File: config.mk
export PLATFORM = sky130hd
export DESIGN_NAME = xc_malu_seq
export DESIGN_NICKNAME = d
export VERILOG_FILES = /design/src/rtl/xc_malu_seq.sv
export SDC_FILE = /design/constraint.sdc
export NUM_CORES = 1
export LEC_CHECK = 0
export ABC_CLOCK_PERIOD_IN_PS = 26100
export CORE_AREA = 5 5 224 226
export DETAILED_ROUTE_END_ITERATION = 6
export DIE_AREA = 0 0 229 231
export PLACE_DENSITY = 0.58
export REMOVE_ABC_BUFFERS = 1
export SKIP_CTS_REPAIR_TIMING = 1
export SYNTH_ARGS = -nofsm -noshare
export SYNTH_HDL_FRONTEND = slang
export SYNTH_SLANG_ARGS = --single-unit
export TNS_END_PERCENT = 5
File: constraint.sdc
create_clock -name clock -period 26.1 [get_ports clock]
set_input_delay 5.22 -clock clock [delete_from_list [all_inputs] [get_ports clock]]
set_output_delay 5.22 -clock clock [all_outputs]
set_load 0.03 [all_outputs]
File: src/rtl/xc_malu_seq.sv
// xc_malu_seq: sequencer and state-holding stage in front of the multi-cycle
// multiply/divide/remainder datapath.
//
// Takes one operation over a valid/ready handshake and latches its operands and
// op flags. It then drives its iteration registers (count, acc, arg_0, arg_1)
// into the combinational datapath. Each cycle it writes back the datapath's
// next-state values until the datapath raises dp_ready. The selected 32-bit
// result is held until the core accepts it.
//
// Ports
//   clock, reset             rising-edge clock, asynchronous active-high reset
//   flush                    abandon any in-flight operation (synchronous)
//   req_valid/req_ready      request handshake
//   req_rs1/2/3, req_op      operands and one-hot op
//   req_pw, req_hi           packed width and result-half select
//   dp_valid                 state and operands to the datapath are valid
//   dp_rs1/2/3, dp_op        latched request fields
//   dp_pw                    latched packed width
//   count, acc, arg_0/1      iteration registers
//   dp_n_acc, dp_n_arg_0/1   next iteration values from the datapath
//   dp_result, dp_ready      datapath result and its valid
//   rsp_valid/rsp_ready      response handshake
//   rsp_result, rsp_err      selected result word; abort flag set at MAX_CNT
module xc_malu_seq #(
    parameter int unsigned CNT_W   = 6,
    parameter int unsigned MAX_CNT = 63
) (
    input  logic             clock,
    input  logic             reset,
    input  logic             flush,
    input  logic             req_valid,
    output logic             req_ready,
    input  logic [31:0]      req_rs1,
    input  logic [31:0]      req_rs2,
    input  logic [31:0]      req_rs3,
    input  logic [9:0]       req_op,
    input  logic [4:0]       req_pw,
    input  logic             req_hi,
    output logic             dp_valid,
    output logic [31:0]      dp_rs1,
    output logic [31:0]      dp_rs2,
    output logic [31:0]      dp_rs3,
    output logic [9:0]       dp_op,
    output logic [4:0]       dp_pw,
    output logic [CNT_W-1:0] count,
    output logic [63:0]      acc,
    output logic [31:0]      arg_0,
    output logic [31:0]      arg_1,
    input  logic [63:0]      dp_n_acc,
    input  logic [31:0]      dp_n_arg_0,
    input  logic [31:0]      dp_n_arg_1,
    input  logic [63:0]      dp_result,
    input  logic             dp_ready,
    output logic             rsp_valid,
    input  logic             rsp_ready,
    output logic [31:0]      rsp_result,
    output logic             rsp_err
);

    typedef enum logic [1:0] {
        StIdle,
        StRun,
        StDone
    } state_t;

    state_t           state_q, state_d;
    logic [31:0]      rs1_q, rs1_d;
    logic [31:0]      rs2_q, rs2_d;
    logic [31:0]      rs3_q, rs3_d;
    logic [9:0]       op_q, op_d;
    logic [4:0]       pw_q, pw_d;
    logic             hi_q, hi_d;
    logic [CNT_W-1:0] count_q, count_d;
    logic [63:0]      acc_q, acc_d;
    logic [31:0]      arg_0_q, arg_0_d;
    logic [31:0]      arg_1_q, arg_1_d;
    logic [31:0]      result_q, result_d;
    logic             err_q, err_d;

    always_comb begin
        state_d  = state_q;
        rs1_d    = rs1_q;
        rs2_d    = rs2_q;
        rs3_d    = rs3_q;
        op_d     = op_q;
        pw_d     = pw_q;
        hi_d     = hi_q;
        count_d  = count_q;
        acc_d    = acc_q;
        arg_0_d  = arg_0_q;
        arg_1_d  = arg_1_q;
        result_d = result_q;
        err_d    = err_q;

        req_ready = (state_q == StIdle) && !flush;

        case (state_q)
            StIdle: begin
                if (req_valid && req_ready) begin
                    rs1_d    = req_rs1;
                    rs2_d    = req_rs2;
                    rs3_d    = req_rs3;
                    op_d     = req_op;
                    pw_d     = req_pw;
                    hi_d     = req_hi;
                    count_d  = '0;
                    acc_d    = '0;
                    arg_0_d  = '0;
                    arg_1_d  = '0;
                    result_d = '0;
                    err_d    = 1'b0;
                    state_d  = StRun;
                end
            end
            StRun: begin
                if (dp_ready) begin
                    // Iteration registers are left as they are on completion.
                    result_d = hi_q ? dp_result[63:32] : dp_result[31:0];
                    err_d    = 1'b0;
                    state_d  = StDone;
                end else if (count_q == CNT_W'(MAX_CNT)) begin
                    // Abort before the counter can wrap.
                    result_d = '0;
                    err_d    = 1'b1;
                    state_d  = StDone;
                end else begin
                    acc_d   = dp_n_acc;
                    arg_0_d = dp_n_arg_0;
                    arg_1_d = dp_n_arg_1;
                    count_d = count_q + CNT_W'(1);
                end
            end
            StDone: begin
                if (rsp_ready) begin
                    state_d = StIdle;
                end
            end
            default: begin
                state_d = StIdle;
            end
        endcase

        // Flush overrides everything, including a response handshake in DONE.
        if (flush) begin
            state_d  = StIdle;
            count_d  = '0;
            acc_d    = '0;
            arg_0_d  = '0;
            arg_1_d  = '0;
            result_d = '0;
            err_d    = 1'b0;
        end
    end

    always_ff @(posedge clock or posedge reset) begin
        if (reset) begin
            state_q  <= StIdle;
            rs1_q    <= '0;
            rs2_q    <= '0;
            rs3_q    <= '0;
            op_q     <= '0;
            pw_q     <= '0;
            hi_q     <= 1'b0;
            count_q  <= '0;
            acc_q    <= '0;
            arg_0_q  <= '0;
            arg_1_q  <= '0;
            result_q <= '0;
            err_q    <= 1'b0;
        end else begin
            state_q  <= state_d;
            rs1_q    <= rs1_d;
            rs2_q    <= rs2_d;
            rs3_q    <= rs3_d;
            op_q     <= op_d;
            pw_q     <= pw_d;
            hi_q     <= hi_d;
            count_q  <= count_d;
            acc_q    <= acc_d;
            arg_0_q  <= arg_0_d;
            arg_1_q  <= arg_1_d;
            result_q <= result_d;
            err_q    <= err_d;
        end
    end

    assign dp_valid   = (state_q == StRun);
    assign rsp_valid  = (state_q == StDone);
    assign dp_rs1     = rs1_q;
    assign dp_rs2     = rs2_q;
    assign dp_rs3     = rs3_q;
    assign dp_op      = op_q;
    assign dp_pw      = pw_q;
    assign count      = count_q;
    assign acc        = acc_q;
    assign arg_0      = arg_0_q;
    assign arg_1      = arg_1_q;
    assign rsp_result = result_q;
    assign rsp_err    = err_q;

endmodule

==> out/summary.txt, run 1 <==
Clock Pin Slew Worst Setup and Hold Paths: 50 ps
Die Width: 229 um
Rows: 81
Max IR drop VDD: 34.08 uV
Mapped Avg Cell Area: 15.42 sq um
Worst Setup End Kind: output port
Die area: 52900 sq um
Crit Path Category: primary input to output port
Most frequent cells in the layout: 590 x clkdlybuf4s50_1, 280 x dfrtp_1, 129 x a22o_1, 107 x mux2_2, 35 x clkbuf_16
FF-to-FF path depth: 6
TritonCTS Buffers: 34
Routed Antenna Nets: 0
Slew headroom: 0.3086
CTS tree: done
Clock Skews: 9.927 ps
Slowest-stage cell, CP: clkdlybuf4s50_1
Vias: 8312
Area contributors post-synth: dfrtp_1 66%, mux2_2 11%, a22o_1 11%
CP cell instances: clkdlybuf4s50_1 -> nor3_1 -> clkdlybuf4s50_1
Lkg Pwr: 0.007621 uW
Clock sink count: 281
Post-Place Setup Slack: 13920 ps
Die H: 231 um
Most common cell after layout, fill and taps aside: clkdlybuf4s50_1
Fill cells: 4663
Fin crit share: 0.4669
Combinational Power Share: 0.259
P_int: 922.7 uW
Outcome: finished, final reports clean
Layout net count: 1586
Cell mode on critical path: clkdlybuf4s50_1
I/O pin count: 591
All-layer global routing usage: 0.1349
Worst-path fanout max: 11
Initial antenna violation count: 1
Mapped cell area: 10670 sq um
Max-cap violations: 0
Crit path DAT: 6970 ps
Maximum clock insertion buffer count: 3
Average routed wire per standard cell: 19.61 um
FF+latch count, synth: 281
Vias in the first global route: 9115
Final setup fails: 0
FMAX: 82.07 MHz
Clock share of power: 0.348
Global route overflow: 0
CTS H-Tree Depth: 2
Hold Path Stages: 1
Worst path max stage delay: 710 ps
PortBufs: 590
Share of the synthesized area in the top cell type: 0.6589
Vias/cell: 4.329
Mapped Cells: 692
Worst setup margin: 13910 ps
Post-synthesis sequential area ratio: 0.6589
Fraction of layout cells with a size suffix above 1: 0.1380
DRT Pass-1 Iters: 4
Power Density: 71.57 nW/um^2
Switching power: 383.2 uW
Initial DRC Count: 285
Fin crit period: 12190 ps
Sw frac: 0.2935
Final GP Congestion: 0.7797
Layout Area Growth over Synthesis: 70.98%
Hold/Removal Path Class: register to register
CTS Root Cell: clkbuf_16
Hpwl dp: 27790 um
Flop pwr share: 0.392
Worst Tran Pin Value: 1035 ps
CP startpoint kind: primary input
Unique masters post-synth: 37
DR DRC count: 0
Slew Limit Fails: 0
Synth Warn #: 0
Fin Setup TNS: 0 ps
Total power: 1306 uW
Required @ worst endpoint: 20880 ps
Core footprint: 48140 sq um
Clock latency on the worst-skew pair: 520 ps
Drt total wl: 37640 um
Largest net degree at the start of global routing: 90
Initial Util: 0.2217
RSZ-0062 raised after global routing: false
First-pass GRT wire length: 56440 um
Post-synth top area cell: dfrtp_1
Final Hold Viols: 0
-- state kept, by name, summed over array words and instances, names as in the netlist --
register / count
dp_rs3: 32
hi_q: 1
arg_1: 32
count: 6
rsp_result: 32
dp_op: 10
rsp_err: 1
arg_0: 32
dp_pw: 5
dp_rs1: 32
acc: 64
dp_rs2: 32
state_q: 2
-- cell type report --
type | count | area [sq um] | share of cell area
antenna | 1 | 2.502 | 0.0001371
sequential | 281 | 7033 | 0.3855
timing repair buffer | 600 | 5981 | 0.3278
multi-input combinational | 357 | 3367 | 0.1845
clock buffer | 50 | 1002 | 0.05493
clock inverter | 8 | 71.32 | 0.003909
inverter | 1 | 11.26 | 0.0006172
tap | 622 | 778.2 | 0.04265
-- Yosys cell counts (all sizes together) --
cell	count
buf	45
mux2i	32
nand3	3
o32ai	1
o21bai	1
nand3b	1
dfrtp	281
nor3	4
inv	1
a31oi	1
a41oi	1
o22ai	3
o2bb2ai	34
nor2	7
o21ai	3
nor2b	5
clkbuf	8
nand4b	1
o21a	2
ha	1
nand2b	3
a211oi	1
nand2	4
a21oi	6
or2	1
a22o	129
mux2	113
-- per-stage QoR --
step / cells / hold WS (ps) / area, sq um / util
6_report: 1920 / 484.1 / 18250 / 0.3790
5_1_grt: 1920 / 497.6 / 18250 / 0.3790
4_1_cts: 1919 / 488.8 / 18240 / 0.3790
3_5_place_dp: 1861 / 472.7 / 17170 / 0.3567
3_3_place_gp: 1861 / 469.8 / 17170 / 0.3567
2_1_floorplan: 639 / 671.9 / 10370 / -
-- worst max-delay path: cells and delay by family --
| family | cells | cell delay (ps) |
|---|---|---|
| AND/OR/NAND/NOR | 1 | 340 |
| buffers and inverters | 2 | 1400 |
-- logic make-up after synthesis --
family,count (synthesis),synth area share
flip-flops,281,0.6589
AO/OA/AOI/OAI,182,0.1459
multiplexers,145,0.1493
buffers and inverters,54,0.02826
AND/OR/NAND/NOR,29,0.01653
adder cells (fa/ha/maj),1,0.001172
-- power groups by stage --
stage          combinational, uW  clock [uW]  sequential (uW)
3_3_place_gp                 341           0              519
6_report                     339         455              512
2_1_floorplan               74.6           0              612
5_1_grt                      356         489              519
4_1_cts                      344         474              513
3_5_place_dp                 343           0              520
-- path summary, 6_finish.rpt --
| kind | startpoint | endpoint | slack [ps] |
|---|---|---|---|
| min | rsp_result[25] | rsp_result[25] | 480 |
| max reg2reg | count[0] | acc[39] | 23000 |
| max in group asynchronous | reset | hi_q | 18700 |
| max | flush | req_ready | 13910 |
| min in group asynchronous | reset | acc[7] | 5170 |
| min reg2reg | rsp_result[25] | rsp_result[25] | 480 |
-- per-layer routing --
| layer | GRT usage | vias up | wire (um) |
|---|---|---|---|
| met4 | 0.04304 | 0 | 1072 |
| li1 | - | 3766 | - |
| met1 | 0.1531 | 4067 | 14600 |
| met5 | 0 | - | 0 |
| met2 | 0.2286 | 422 | 18130 |
| met3 | 0.06051 | 57 | 3842 |
Power figures use the tool's default switching activity.
==> run 2: changes to the inputs <==
--- a/config.mk
+++ b/config.mk
@@ -5,11 +5,11 @@
 export SDC_FILE = /design/constraint.sdc
 export NUM_CORES = 1
 export LEC_CHECK = 0
-export ABC_CLOCK_PERIOD_IN_PS = 26100
+export ABC_CLOCK_PERIOD_IN_PS = 10400
 export CORE_AREA = 5 5 224 226
 export DETAILED_ROUTE_END_ITERATION = 6
 export DIE_AREA = 0 0 229 231
-export PLACE_DENSITY = 0.58
+export PLACE_DENSITY = 0.6
 export REMOVE_ABC_BUFFERS = 1
 export SKIP_CTS_REPAIR_TIMING = 1
 export SYNTH_ARGS = -nofsm -noshare
==> constraint.sdc (replaced) <==
create_clock -name clock -period 10.4 [get_ports clock]
set_input_delay 2.08 -clock clock [delete_from_list [all_inputs] [get_ports clock]]
set_output_delay 2.08 -clock clock [all_outputs]
set_load 0.03 [all_outputs]
==> run 2 against run 1 <==
Clock skew increased by 1.7 ps. Sequential share of layout area increased by 0.079 points. Largest power group unchanged. Register-to-register slack got worse by 16000 ps. Critical path type unchanged. Non-clock buffer count decreased by 1. Count of clock-buffer cells in the layout decreased by 4. Worst setup slack got worse by 9600 ps. Sequential power increased to 2.5 times the previous value. Final cell count decreased by 0.16%. Worst hold slack improved by 3.6 ps. Global-route usage increased by 0.15 points.
==> out/summary.txt, run 2 (synthesis results as in run 1) <==
Max reg flops: 64
Worst Tran Pin Value: 1102 ps
Final GP Congestion: 0.8097
Crit Path Category: primary input to output port
Max-cap violations: 0
Clock Skews: 11.60 ps
Required @ worst endpoint: 8320 ps
Hold/Removal Path Class: register to register
Slowest-stage cell, CP: clkdlybuf4s50_1
Slew headroom: 0.2653
Worst path max stage delay: 760 ps
Largest net degree at the start of global routing: 153
Initial antenna violation count: 0
Vias/cell: 4.306
Most common cell after layout, fill and taps aside: clkdlybuf4s50_1
Drt total wl: 38210 um
Cell mode on critical path: clkdlybuf4s50_1
Final Hold Viols: 0
Die Width: 229 um
Fin crit period: 6073 ps
Die area: 52900 sq um
DRT Pass-1 Iters: 4
Clock latency on the worst-skew pair: 570 ps
All-layer global routing usage: 0.1364
CTS Root Cell: clkbuf_16
Lkg Pwr: 0.007596 uW
Fin Setup TNS: 0 ps
First-pass GRT wire length: 57190 um
Fill cells: 4606
CTS H-Tree Depth: 1
Final Non-Filler Cells: 1917
CP delay by family, top: buffers and inverters
RSZ-0062 raised after global routing: false
Storage cell area: 7033 sq um
I/O pin count: 591
Min Hold Slack: 487.7 ps
Die H: 231 um
Most frequent cells in the layout: 590 x clkdlybuf4s50_1, 280 x dfrtp_1, 129 x a22o_1, 107 x mux2_2, 34 x o2bb2ai_1
Dpl cells: 1860
Slew Limit Fails: 0
Routed Antenna Nets: 0
Fin crit share: 0.5839
Fraction of layout cells with a size suffix above 1: 0.1344
Layout net count: 1582
TritonCTS Buffers: 31
Final setup fails: 0
Vias in the first global route: 9085
Power Density: 179.0 nW/um^2
Layout Area Growth over Synthesis: 70.63%
Max IR drop VDD: 108.1 uV
CP cell instances: clkdlybuf4s50_1 -> nor3_1 -> clkdlybuf4s50_1
CTS tree: done
Multi-input gate area: 3367 sq um
Hpwl dp: 28550 um
Inserted Diodes: 0
Initial DRC Count: 379
Maximum clock insertion buffer count: 3
PortBufs: 590
Vias: 8255
Rows: 81
DR DRC count: 0
Outcome: finished, final reports clean
Initial Util: 0.2217
Average routed wire per standard cell: 19.93 um
Crit path DAT: 3990 ps
FMAX: 164.7 MHz
Clock sink count: 281
Buffer and inverter count on the worst path: 2
Core footprint: 48140 sq um
Worst Setup End Kind: output port
Clock Pin Slew Worst Setup and Hold Paths: 60 ps
CP startpoint kind: primary input
Worst-path fanout max: 11
Global route overflow: 0
==> run 2: changes by cell type in the layout (fill, tap and decap cells not counted) <==
cell	delta
bufinv_16	+3
clkbuf_8	-3
clkbuf_1	+3
diode_2	-1
clkbuf_16	-4
buf_4	-2
buf_12	+1
==> run 2: final timing paths <==
path                                   to  cells past startpoint           start  slack (ps)
setup / recovery                req_ready                      3           flush        4330
hold / removal             rsp_result[11]                      1  rsp_result[11]         490
setup reg to reg                 arg_1[4]                      6        count[0]        7200
hold reg to reg            rsp_result[11]                      1  rsp_result[11]         490
max in group asynchronous  rsp_result[31]                      3           reset        7120
min in group asynchronous       arg_0[10]                      2           reset        1940
==> run 2: final cells by class <==
class / count / area share
inverter: 1 / 0.0006184
clock buffer: 46 / 0.04789
multi-input combinational: 357 / 0.1849
sequential: 281 / 0.3862
timing repair buffer: 599 / 0.3287
tap: 622 / 0.04274
clock inverter: 11 / 0.008864
==> run 2: routing by layer <==
layer / wire length, um / part of all wire / global-route usage
met1: 15200 / 0.40 / 0.1613
met2: 18850 / 0.49 / 0.2357
met3: 3299 / 0.086 / 0.04870
met4: 852 / 0.022 / 0.03777
met5: 0 / 0 / 0
==> run 2: power by group <==
group          leakage, uW  switching [uW]  internal (uW)  total [uW]
clock network     0.000505             443            676        1120
registers          0.00365            79.9           1210        1290
logic              0.00344             435            413         848
total              0.00760             958           2300        3260
==> run 2: metrics by stage <==
stage	total power (uW)	worst slack [ps]	area, sq um	util
3_3_place_gp	2163	4339	17180	0.3568
6_report	3259	4327	18210	0.3782
2_1_floorplan	1724	569.5	10370	-
3_5_place_dp	2173	4333	17180	0.3568
5_1_grt	3398	4301	18210	0.3782
4_1_cts	3313	4320	18210	0.3782
